`config.mk`:
```
export PLATFORM = sky130hd
export DESIGN_NAME = pipeline_run_ctrl
export DESIGN_NICKNAME = d
export VERILOG_FILES = /design/src/rtl/pipeline_run_ctrl.sv
export SDC_FILE = /design/constraint.sdc
export NUM_CORES = 1
export LEC_CHECK = 0
export CAP_MARGIN = 10
export CORE_MARGIN = 4
export CORE_UTILIZATION = 40
export CTS_CLUSTER_SIZE = 16
export DETAILED_ROUTE_END_ITERATION = 6
export GPL_ROUTABILITY_DRIVEN = 0
export PLACE_DENSITY = 0.68
export SLEW_MARGIN = 20
export SYNTH_ARGS = -nofsm -noshare
export SYNTH_HDL_FRONTEND = slang
export SYNTH_SLANG_ARGS = --single-unit
```
`constraint.sdc`:
```
create_clock -name clk -period 2.9 [get_ports clk]
set_clock_uncertainty 0.2 [all_clocks]
set_input_delay 0.435 -clock clk [delete_from_list [all_inputs] [get_ports clk]]
set_output_delay 0.435 -clock clk [all_outputs]
set_load 0.01 [all_outputs]
```
`src/rtl/pipeline_run_ctrl.sv`:
```
// Run/step/halt controller for a pipelined core with clock-enable gating and performance counters.
// Optional breakpoint logic is compiled in when RUN_CTRL_BREAKPOINT_EN is defined.
module pipeline_run_ctrl (
    input  logic        clk,
    input  logic        reset,
    input  logic        run_req,
    input  logic        halt_req,
    input  logic        step_req,
    input  logic [15:0] step_count,
    input  logic        core_halt,
    input  logic [31:0] pc,
    input  logic        bp_en,
    input  logic [31:0] bp_addr,
    input  logic        branch_stall,
    input  logic        load_stall,
    input  logic        cnt_clr,
    output logic        cpu_clk_en,
    output logic [1:0]  state,
    output logic [1:0]  halt_cause,
    output logic        step_done,
    output logic [31:0] cycle_count,
    output logic [31:0] instr_count,
    output logic [31:0] load_stall_count,
    output logic [31:0] branch_stall_count
);

    // state | meaning
    // IDLE  | out of reset, core clock gated
    // RUN   | free-running until halt_req, core_halt or breakpoint
    // STEP  | running for 'remaining' enabled cycles
    // HALT  | stopped; halt_cause records why
    typedef enum logic [1:0] {
        S_IDLE = 2'd0,
        S_RUN  = 2'd1,
        S_STEP = 2'd2,
        S_HALT = 2'd3
    } state_t;

    state_t      cur;
    logic [15:0] remaining;
    logic        bp_hit;

    assign state = cur;

`ifdef RUN_CTRL_BREAKPOINT_EN
    logic bp_skip;
    // bp_skip lets a core resumed from a breakpoint execute the breakpoint PC once
    assign bp_hit = bp_en && (pc == bp_addr) && !bp_skip;
`else
    logic unused_bp;
    assign unused_bp = ^{bp_en, bp_addr, pc};
    assign bp_hit    = 1'b0;
`endif

    assign cpu_clk_en = ((cur == S_RUN) || (cur == S_STEP)) && !bp_hit;

    always_ff @(posedge clk) begin
        if (reset) begin
            cur        <= S_IDLE;
            halt_cause <= 2'd0;
            step_done  <= 1'b0;
            remaining  <= 16'd0;
`ifdef RUN_CTRL_BREAKPOINT_EN
            bp_skip    <= 1'b0;
`endif
        end else begin
            step_done <= 1'b0;
`ifdef RUN_CTRL_BREAKPOINT_EN
            if (cpu_clk_en) begin
                bp_skip <= 1'b0;
            end
`endif
            case (cur)
                S_IDLE, S_HALT: begin
                    if (halt_req) begin
                        cur <= cur;
                    end else if (step_req) begin
                        if (step_count != 16'd0) begin
                            cur        <= S_STEP;
                            remaining  <= step_count;
                            halt_cause <= 2'd0;
`ifdef RUN_CTRL_BREAKPOINT_EN
                            bp_skip    <= (halt_cause == 2'd3);
`endif
                        end
                    end else if (run_req) begin
                        cur        <= S_RUN;
                        halt_cause <= 2'd0;
`ifdef RUN_CTRL_BREAKPOINT_EN
                        bp_skip    <= (halt_cause == 2'd3);
`endif
                    end
                end
                S_RUN: begin
                    if (halt_req) begin
                        cur        <= S_HALT;
                        halt_cause <= 2'd1;
                    end else if (core_halt && cpu_clk_en) begin
                        cur        <= S_HALT;
                        halt_cause <= 2'd2;
                    end else if (bp_hit) begin
                        cur        <= S_HALT;
                        halt_cause <= 2'd3;
                    end
                end
                S_STEP: begin
                    if (halt_req) begin
                        cur        <= S_HALT;
                        halt_cause <= 2'd1;
                        remaining  <= 16'd0;
                    end else if (core_halt && cpu_clk_en) begin
                        cur        <= S_HALT;
                        halt_cause <= 2'd2;
                        remaining  <= 16'd0;
                    end else if (bp_hit) begin
                        cur        <= S_HALT;
                        halt_cause <= 2'd3;
                        remaining  <= 16'd0;
                    end else if (cpu_clk_en) begin
                        if (remaining == 16'd1) begin
                            cur        <= S_HALT;
                            halt_cause <= 2'd0;
                            step_done  <= 1'b1;
                            remaining  <= 16'd0;
                        end else begin
                            remaining <= remaining - 16'd1;
                        end
                    end
                end
                default: begin
                    cur <= S_IDLE;
                end
            endcase
        end
    end

    // Clear wins over any same-edge increment; counters wrap freely
    always_ff @(posedge clk) begin
        if (reset || cnt_clr) begin
            cycle_count        <= 32'd0;
            instr_count        <= 32'd0;
            load_stall_count   <= 32'd0;
            branch_stall_count <= 32'd0;
        end else if (cpu_clk_en) begin
            cycle_count <= cycle_count + 32'd1;
            if (branch_stall) begin
                branch_stall_count <= branch_stall_count + 32'd1;
            end else begin
                instr_count <= instr_count + 32'd1;
            end
            if (load_stall) begin
                load_stall_count <= load_stall_count + 32'd1;
            end
        end
    end

endmodule

```
==> results of run 1 <==
## stage by stage
stage	instance area [um2]	hold slack [ps]	power [uW]	setup WS (ps)	utilization
floorplan	7140	261	3560	256	-
global placement	9060	268	4100	101	0.520
detailed placement	9060	271	4120	99.1	0.520
CTS	9620	277	6250	59.7	0.552
global route	9620	297	6560	33.8	0.553
finish	9620	274	6220	153	0.553
## final timing paths
path	to	slack [ps]	cells after the start
setup reg to reg	cycle_count[30]	240	6
hold / removal	halt_cause[1]	270	2
setup / recovery	cpu_clk_en	150	5
hold reg to reg	halt_cause[1]	270	2
## power by group through the flow
stage / logic (uW) / registers, uW / clock network [uW]
5_1_grt: 1990 / 2320 / 2250
3_3_place_gp: 1770 / 2340 / 0
6_report: 1810 / 2300 / 2100
2_1_floorplan: 1240 / 2320 / 0
3_5_place_dp: 1780 / 2340 / 0
4_1_cts: 1800 / 2290 / 2150
## state kept, by name (all words and copies together), names as in the netlist
register and flops:
state 2, halt_cause 2, load_stall_count 32, branch_stall_count 32
step_done 1, cycle_count 32, instr_count 32, remaining 16
## logic make-up after synthesis
group / synth area share
AND/OR/NAND/NOR: 0.314
flip-flops: 0.418
XOR/XNOR: 0.130
buffers and inverters: 0.0307
multiplexers: 0.00421
AO/OA/AOI/OAI: 0.0895
adder cells (fa/ha/maj): 0.0140
## worst max-delay path, cell delays in order, from the launching register on
cell	delay (ps)
sky130_fd_sc_hd__dfxtp_1	390
sky130_fd_sc_hd__ha_2	340
sky130_fd_sc_hd__buf_4	190
sky130_fd_sc_hd__inv_1	80
sky130_fd_sc_hd__buf_4	150
sky130_fd_sc_hd__clkdlybuf4s50_1	550
## layout by cell type, fill, tap and decap left out, types with 3 or more instances in the layout
cell type and instances:
sky130_fd_sc_hd__nor4_1 22, sky130_fd_sc_hd__dfxtp_1 148, sky130_fd_sc_hd__nor2b_1 5, sky130_fd_sc_hd__a221oi_1 7, sky130_fd_sc_hd__xnor2_1 43, sky130_fd_sc_hd__or3_1 21, sky130_fd_sc_hd__xor2_1 63, sky130_fd_sc_hd__ha_1 7
sky130_fd_sc_hd__clkinvlp_4 3, sky130_fd_sc_hd__a21oi_1 37, sky130_fd_sc_hd__clkinv_2 3, sky130_fd_sc_hd__and3_1 10, sky130_fd_sc_hd__nand4b_1 4, sky130_fd_sc_hd__clkdlybuf4s50_1 158, sky130_fd_sc_hd__and4_1 18, sky130_fd_sc_hd__clkbuf_16 17
sky130_fd_sc_hd__a211oi_1 5, sky130_fd_sc_hd__buf_4 24, sky130_fd_sc_hd__nand4_1 44, sky130_fd_sc_hd__or4_1 9, sky130_fd_sc_hd__nand2b_1 4, sky130_fd_sc_hd__nand2_1 52, sky130_fd_sc_hd__o211ai_1 4, sky130_fd_sc_hd__nor3_1 37
sky130_fd_sc_hd__o21ai_0 32, sky130_fd_sc_hd__or2_2 4, sky130_fd_sc_hd__o32ai_1 4, sky130_fd_sc_hd__and2_1 5, sky130_fd_sc_hd__mux2i_1 3, sky130_fd_sc_hd__nand3_1 37, sky130_fd_sc_hd__nor2_1 137, sky130_fd_sc_hd__clkbuf_8 4
sky130_fd_sc_hd__inv_1 20, sky130_fd_sc_hd__o31ai_1 3
## final cells by class
type / count / area (um2)
clock inverter: 8 / 76.3
sequential: 149 / 2980
clock buffer: 21 / 480
fill: 1602 / 7790
inverter: 20 / 75.1
multi-input combinational: 647 / 3940
tap: 225 / 282
timing repair buffer: 183 / 1780
## routing by layer
| metal | wire length, um | up-vias | GRT usage |
|---|---|---|---|
| met2 | 8460 | 176 | 0.287 |
| li1 | - | 3373 | - |
| met5 | 0 | - | 0 |
| met1 | 8810 | 3095 | 0.254 |
| met3 | 1380 | 16 | 0.0586 |
| met4 | 180 | 0 | 0.0535 |
==> flow_metrics.tcl, run 1 <==
set metrics [dict create \
    placement_rows 48 \
    ys_seq_area_frac 0.418 \
    detailedPlacementHpwl_um 13200 \
    logic_pwr_share 0.292 \
    final_cycle_utilization_of_the_critical_path 0.947 \
    yosysTopAreaCell "sky130_fd_sc_hd__dfxtp_1" \
    vdd_ir_drop_max_uv 421 \
    run_status "completed" \
    vias_per_cell 5.32 \
    initial_core_utilization 0.410 \
    placed_cells_incl_taps 1224 \
    cts_sinks 149 \
    fin_setup_tns_ps 0 \
    core_area_um2 17400 \
    synth_nets 950 \
    crit_path_end_kind "primary output" \
    critical_path_arrival_ps 2110 \
    finalHoldViolCount 0 \
    clkSlewWorstSetupHoldPaths_ps 60 \
    total_wirelength_um 18800 \
    number_of_warnings_issued_by_yosys 0 \
    top_cells_by_instance_count_after_synthesis "149 x sky130_fd_sc_hd__dfxtp_1, 137 x sky130_fd_sc_hd__nor2_1, 63 x sky130_fd_sc_hd__xor2_1" \
    clock_tree.htree_level_count 4 \
    synth_largest_type_area_fraction 0.418 \
    number_of_antenna_violations_at_the_first_check_in_global_routing 0 \
    grt_pass1_vias 6226 \
    max_cap_viol_count 0 \
    syn_to_final_growth_pct 34.8 \
    rsz_0062_raised_after_global_routing "no" \
    cts_setup_buffers 0 \
    dr.first_iter.drc_count 342 \
    num_vias 6660 \
    clk_latency_ps 410 \
    num_antenna_cells 0 \
    async_s_r_ff_share_synth 0 \
    synthTopCellsByArea "sky130_fd_sc_hd__dfxtp_1 42%, sky130_fd_sc_hd__xor2_1 7.7%, sky130_fd_sc_hd__nor2_1 7.2%, sky130_fd_sc_hd__xnor2_1 5.3%, sky130_fd_sc_hd__nand4_1 3.9%" \
    timing.critical_path.fanout_max 11 \
    global_route.overflow_total 0 \
    netlist_instances 852 \
    netlist_area_um2 7140 \
    cts_repair_resize_count 1 \
    cts-buffers-inserted 17 \
    drt-pass1-iter-count 5 \
    power_density_nw_per_um2 646 \
    power_leakage_uw 0.00311 \
    postSynthAreaPerCell_um2 8.38 \
    grt_pass1_wl_um 31200 \
    cell_internal_pwr_uw 4160 \
    chipHeight_um 142 \
    largest_net_degree_at_the_start_of_global_routing 117 \
    drcViolationCount 0 \
    clock_power_share 0.338 \
    die_width_um 142 \
    switching_share_of_total_power 0.330 \
    io_buffers 158 \
    post_synth_num_cell_types 57 \
    critical_path.startpoint "state[1]" \
    final_cells 1253 \
    die_footprint_um2 20100 \
    synth-edff-count 0 \
    dominantRegCellSynth "sky130_fd_sc_hd__dfxtp_1" \
    cts.root.buffer_cell "sky130_fd_sc_hd__clkbuf_16" \
    layout_net_count 1116 \
    final_antenna_net_count 0 \
    final.min_clock_period_ps 2750 \
    startpoint_type "register" \
    transition_time_of_the_tightest_slew_check_pin_ps 593 \
    r2r_start "state[1]" \
    post_route_cells_drive_above_1_share 0.0681 \
    timing.fmax_mhz 364 \
    io_pins 224 \
    setup_viol 0 \
    hold_path.class "register to register" \
    overall_global_routing_usage 0.187 \
    p_switching_uw 2050 \
    synth_most_common_cell "sky130_fd_sc_hd__dfxtp_1" \
    final_max_slew_viol_count 0 \
    clock_tree_from_tritoncts "built" \
    max-clock-path-buffers 2 \
    synth_seq_cells 149 \
    cts_hold_buf 0 \
    worst_ep_required_time_ps 2270 \
    wire_per_inst_um 15.0 \
    max_slew_headroom 0.602 \
    path_class "register to primary output" \
    sequential_group_share_of_total_power 0.370 \
    min_delay_src "halt_cause[1]" \
]
Note: power is estimated with default switching activity, not from simulation.
==> run 2: changes to the inputs <==
- GPL_TIMING_DRIVEN: unset -> 1
==> results of run 2 <==
Final layout, timing and power as in run 1 (identical DEF).
